`src/rtl/mem_access_ctrl.sv`:
```
// mem_access_ctrl: sequences M-stage loads/stores onto a req/ack data-memory port with a timeout watchdog
//   clk, rst_n                 clock, asynchronous active-low reset
//   MemWriteM, ResultsrcM      store / load (ResultsrcM==2'b01) request from the M stage
//   ByteAddrM                  1 = byte access, 0 = word access
//   ALUResultM, WriteDataM     effective address, store data
//   StallM                     holds the upstream pipeline registers while an access is pending
//   ReadDataM                  registered load result, valid in DONE
//   BusErr                     sticky timeout flag, cleared only by reset
//   mem_req/we/addr/be/wdata   registered request to data memory
//   mem_ack, mem_rdata         completion and read data from data memory
module mem_access_ctrl #(
    parameter int DATA_WIDTH     = 32,
    parameter int TIMEOUT_CYCLES = 16,
    parameter int CNT_WIDTH      = 5
) (
    input  logic                  clk,
    input  logic                  rst_n,
    input  logic                  MemWriteM,
    input  logic [1:0]            ResultsrcM,
    input  logic                  ByteAddrM,
    input  logic [DATA_WIDTH-1:0] ALUResultM,
    input  logic [DATA_WIDTH-1:0] WriteDataM,
    output logic                  StallM,
    output logic [DATA_WIDTH-1:0] ReadDataM,
    output logic                  BusErr,
    output logic                  mem_req,
    output logic                  mem_we,
    output logic [DATA_WIDTH-1:0] mem_addr,
    output logic [3:0]            mem_be,
    output logic [DATA_WIDTH-1:0] mem_wdata,
    input  logic                  mem_ack,
    input  logic [DATA_WIDTH-1:0] mem_rdata
);
    typedef enum logic [1:0] {IDLE, REQ, DONE} state_t;
    state_t                state_q, state_d;
    logic [CNT_WIDTH-1:0]  cnt_q, cnt_d;
    logic                  req_q, req_d, we_q, we_d, err_q, err_d, bt_q, bt_d;
    logic [1:0]            off_q, off_d;
    logic [3:0]            be_q, be_d;
    logic [DATA_WIDTH-1:0] addr_q, addr_d, wdata_q, wdata_d, rdata_q, rdata_d;
    logic                  access, timeout;
    logic [7:0]            lane;
    assign access  = MemWriteM | (ResultsrcM == 2'b01);
    assign timeout = cnt_q == CNT_WIDTH'(TIMEOUT_CYCLES - 1);
    // offset and byte flag are latched with the request since the pipeline inputs may move in DONE
    assign lane    = mem_rdata[{off_q, 3'b000} +: 8];
    always_comb begin
        state_d = state_q;
        cnt_d   = cnt_q;
        req_d   = req_q;
        we_d    = we_q;
        addr_d  = addr_q;
        be_d    = be_q;
        wdata_d = wdata_q;
        rdata_d = rdata_q;
        err_d   = err_q;
        bt_d    = bt_q;
        off_d   = off_q;
        StallM  = 1'b0;
        case (state_q)
            IDLE: begin
                StallM = access;
                if (access) begin
                    state_d = REQ;
                    cnt_d   = '0;
                    req_d   = 1'b1;
                    we_d    = MemWriteM;
                    addr_d  = {ALUResultM[DATA_WIDTH-1:2], 2'b00};
                    be_d    = ByteAddrM ? 4'b0001 << ALUResultM[1:0] : 4'b1111;
                    wdata_d = ByteAddrM ? {4{WriteDataM[7:0]}} : WriteDataM;
                    bt_d    = ByteAddrM;
                    off_d   = ALUResultM[1:0];
                end
            end
            REQ: begin
                StallM = 1'b1;
                cnt_d  = cnt_q + 1'b1;
                // ack has priority over a coincident timeout
                if (mem_ack) begin
                    state_d = DONE;
                    req_d   = 1'b0;
                    if (!we_q) rdata_d = bt_q ? {{(DATA_WIDTH-8){1'b0}}, lane} : mem_rdata;
                end else if (timeout) begin
                    state_d = DONE;
                    req_d   = 1'b0;
                    err_d   = 1'b1;
                    rdata_d = '0;
                end
            end
            default: state_d = IDLE;
        endcase
    end
    always_ff @(posedge clk or negedge rst_n) begin
        if (!rst_n) begin
            state_q <= IDLE;
            cnt_q   <= '0;
            req_q   <= 1'b0;
            we_q    <= 1'b0;
            addr_q  <= '0;
            be_q    <= '0;
            wdata_q <= '0;
            rdata_q <= '0;
            err_q   <= 1'b0;
            bt_q    <= 1'b0;
            off_q   <= '0;
        end else begin
            state_q <= state_d;
            cnt_q   <= cnt_d;
            req_q   <= req_d;
            we_q    <= we_d;
            addr_q  <= addr_d;
            be_q    <= be_d;
            wdata_q <= wdata_d;
            rdata_q <= rdata_d;
            err_q   <= err_d;
            bt_q    <= bt_d;
            off_q   <= off_d;
        end
    end
    assign ReadDataM = rdata_q;
    assign BusErr    = err_q;
    assign mem_req   = req_q;
    assign mem_we    = we_q;
    assign mem_addr  = addr_q;
    assign mem_be    = be_q;
    assign mem_wdata = wdata_q;
endmodule

```
`config.mk`:
```
export PLATFORM = sky130hd
export DESIGN_NAME = mem_access_ctrl
export DESIGN_NICKNAME = d
export VERILOG_FILES = /design/src/rtl/mem_access_ctrl.sv
export SDC_FILE = /design/constraint.sdc
export NUM_CORES = 1
export LEC_CHECK = 0
export BUFFER_PORTS_ARGS = -buffer_cell sky130_fd_sc_hd__buf_4
export CORE_ASPECT_RATIO = 0.6
export CORE_MARGIN = 3
export CORE_UTILIZATION = 48
export CTS_CLUSTER_DIAMETER = 60
export DETAILED_ROUTE_END_ITERATION = 16
export HOLD_SLACK_MARGIN = 0.08
export PLACE_DENSITY = 0.8
export SLEW_MARGIN = 20
export SYNTH_ARGS = -nofsm -noshare
export SYNTH_HDL_FRONTEND = slang
export SYNTH_SLANG_ARGS = --single-unit
export TNS_END_PERCENT = 30
```
`constraint.sdc`:
```
create_clock -name clk -period 2.5 [get_ports clk]
set_input_delay 0.5 -clock clk [delete_from_list [all_inputs] [get_ports clk]]
set_output_delay 0.5 -clock clk [all_outputs]
set_load 0.005 [all_outputs]
```
==> metrics.log <==
[metrics] number of iterations in the first detailed-routing pass: 4
[metrics] x dimension of the die: roughly 140 um
[metrics] count of input and output buffers: roughly 200
[metrics] Commonest cells post-synth: sky130_fd_sc_hd__dfrtp_1, sky130_fd_sc_hd__o21ai_0, sky130_fd_sc_hd__inv_1, sky130_fd_sc_hd__nand2_1, sky130_fd_sc_hd__mux2i_1
[metrics] number of buffers created by CTS: 9
[metrics] RD Place Congestion: roughly 0.83
[metrics] filler instances: 699
[metrics] total of endpoints with negative setup slack in the final report: 0
[metrics] setup total negative slack: 0 ns
[metrics] register clock-pin slew on the reported worst setup and hold paths: approximately 0.070 ns
[metrics] number of inserted diodes: 0
[metrics] residual antenna-violating net count after detailed routing: 0
[metrics] CTS Sinks: roughly 110
[metrics] critical path class: reg2reg
[metrics] sum of overflow across all layers after global routing: 0
[metrics] I/O pin total: about 210
[metrics] Min Hold Slack: 0.134 ns
[metrics] Worst Path Required: between 2 and 3 ns
[metrics] Setup crit end kind: flip-flop
[metrics] sum of net half-perimeters after detailed placement: approximately 9700 um
[metrics] Hold Vio Cnt, Final: 0
[metrics] delay of the slowest cell on the worst path: 0.50 ns
[metrics] area leader, netlist: sky130_fd_sc_hd__dfrtp_1
[metrics] count of hold buffers inserted by post-cts repair: 0
[metrics] layout cell share with drive strength beyond 1: 0.427
[metrics] Data arrival, critical path: approximately 2.5 ns
[metrics] maximum buffer depth of the clock tree: 2
[metrics] Startpoint Class: flip-flop
[metrics] clock tree from TritonCTS: yes
[metrics] Std-Cell Rows: 27
[metrics] standby leakage power: roughly 3.3 nW
[metrics] die height: between 80 and 90 um
[metrics] period utilisation layout: 0.895
[metrics] Most Frequent Cell on Critical Path: sky130_fd_sc_hd__ha_1
[metrics] status: complete, no violations
[metrics] Area Overhead vs Synth: 39.8%
[metrics] WL/cell: 16.9 um
[metrics] Initial Util: 0.511
[metrics] crit-path cells: ha_1, and3_1, ha_1, nor2_1, nor3b_4, buf_4, nand3_1, o21ai_0
[metrics] net count reported at finish: between 700 and 800
[metrics] most numerous cell in the Yosys netlist: sky130_fd_sc_hd__dfrtp_1
[metrics] fraction of synthesis flops using an asynchronous set or reset pin: 1.00
[metrics] minimum setup slack after placement: -0.0197 ns
[metrics] total global routing track utilization: 0.228
[metrics] synthesized area: between 4000 and 5000 um^2
[metrics] area of the placeable core: around 9500 um^2
[metrics] Critical-path top delay cell: sky130_fd_sc_hd__nor3b_4
[metrics] Gate Count Post-Synth: roughly 430
[metrics] cells taking the most area after synthesis: sky130_fd_sc_hd__dfrtp_1, sky130_fd_sc_hd__o21ai_0, sky130_fd_sc_hd__mux2_2
[metrics] number of antenna violations at the first check in global routing: 0
[metrics] Slew @ Worst Pin: ~0.9 ns
[metrics] final slew viol count: 0
[metrics] largest net degree at the start of global routing: between 80 and 90
[metrics] final worst slack: approximately 0.26 ns
[metrics] Root Driver: sky130_fd_sc_hd__clkbuf_16
[metrics] Most used DFF post-synth: sky130_fd_sc_hd__dfrtp_1
[metrics] setup bufs post-CTS: 0
[metrics] portion of synthesized cell area occupied by the leading cell type: 0.573
[metrics] number of remaining DRC errors: 0
[metrics] warnings from Yosys: 0
[metrics] slew margin rel.: 0.401
[metrics] number of vias per cell after detailed routing: about 5
[metrics] sequential element share of the synthesized area: 0.573
[metrics] Power Total: between 0.007 and 0.008 W
[metrics] total number of vias: 3907
[metrics] H-tree lvl count: 3
[metrics] number of global-route vias before repair: approximately 4000
[metrics] number of gates resized after cts: 0
[metrics] shortest clock period the worst path allows after layout: approximately 2.2 ns
[metrics] max cap viols: 0
[metrics] synth unique cells: 36
[metrics] RSZ-0062 raised after global routing: no
[metrics] synthesis-stage register bit count: roughly 110
[metrics] peak fanout along the critical path: 29
[metrics] highest achievable clock rate: approximately 450 MHz
[metrics] clock skew: 0.00463 ns
[metrics] mean area per synthesized cell: 11.4 um^2
[metrics] DRT iter0 DRCs: approximately 250
[metrics] worst-skew pair later-pin latency: between 0.3 and 0.4 ns
[metrics] global-route wire length before repair: a little over 20000 um
[metrics] overall die area: ~11000 um^2
[metrics] power per cell area: between 1000 and 1500 nW/um^2
[metrics] number of enable-type register cells in the synthesized netlist: 0
[metrics] worst hold path type: in2async
[metrics] cell area after placement: around 6500 um^2
[metrics] largest vdd supply drop: between 0.6 and 0.7 mV
[metrics] post-route cell area: 6780 um^2
[metrics] total detailed-routing wirelength: roughly 13000 um
[cells in the final DEF, fill, tap and decap left out, drive strengths merged, types with 2 or more instances in the layout]
cell type  instances
nor2               4
mux2i             26
dfrtp            111
nand3             28
a311oi             6
ha                 2
inv               40
o22ai              6
o21ai             63
o2bb2ai            7
nor3b              3
clkbuf            11
nand2b             3
a21o               3
buf              213
nor2b              3
nand2             36
o21a               2
a21oi              6
mux2              42
conb               2
clkinvlp           2
clkinv             2
[worst max-delay path: cells and delay by family, from the launching register on]
family | cells | cell delay [ns]
AO/OA/AOI/OAI | 1 | 0.10
adder cells (fa/ha/maj) | 2 | 0.38
buffers and inverters | 1 | 0.37
flip-flops | 1 | 0.41
AND/OR/NAND/NOR | 4 | 0.90
[area by class of cell]
cell class | instances | area, um^2 | area share
Sequential cell | 111 | 2780 | 0.410
Multi-Input combinational cell | 249 | 1790 | 0.263
Timing Repair Buffer | 213 | 1620 | 0.240
Clock buffer | 11 | 243 | 0.0358
Tap cell | 130 | 163 | 0.0240
Inverter | 39 | 146 | 0.0216
Clock inverter | 5 | 41.3 | 0.00609
[worst paths after layout]
check,start,endpoint,slack [ns],depth (start not counted)
hold reg to reg,BusErr$_DFFE_PN0P_,BusErr$_DFFE_PN0P_,0.47,1
min in group clk,ALUResultM[21],mem_addr[21]$_DFFE_PN0P_,0.37,2
hold / removal,rst_n,ReadDataM[12]$_DFFE_PN0P_,0.13,1
setup reg to reg,cnt_q[0]$_DFFE_PN0P_,ReadDataM[16]$_DFFE_PN0P_,0.26,8
max in group asynchronous,rst_n,ReadDataM[2]$_DFFE_PN0P_,1.67,2
setup / recovery,cnt_q[0]$_DFFE_PN0P_,ReadDataM[16]$_DFFE_PN0P_,0.26,8
[through the flow]
step,cells,utilization
CTS,758,0.714
finish,758,0.714
global route,758,0.714
global placement,741,0.683
detailed placement,741,0.683
floorplan,426,-
[per-layer routing]
layer	wire length [um]	global-route usage	vias to the layer above
li1	-	-	1853
met1	5380	0.306	1889
met2	6040	0.368	156
met3	1290	0.0759	9
met4	91	0.0403	0
met5	0	0	-
[state kept, by name, summed over array words and instances, names as in the netlist]
register / count
mem_we: 1
mem_addr: 30
bt_q: 1
ReadDataM: 32
state_q: 2
cnt_q: 5
mem_req: 1
BusErr: 1
off_q: 2
mem_be: 4
mem_wdata: 32
[logic make-up after synthesis]
kind of cell               synth area share
muxes                                 0.151
DFF                                   0.573
other                              0.000773
AOI/OAI and AO/OA                     0.119
and+or+nand+nor                      0.0854
buffers and inverters                0.0655
adders and majority gates           0.00516
[report_power, final]
group	switching, W	internal (W)	total (W)	leakage (nW)
registers	0.000522	0.00267	0.00319	1.37
logic	0.00153	0.00184	0.00337	1.83
clock network	0.000641	0.000711	0.00135	0.132
Power figures use the tool's default switching activity.
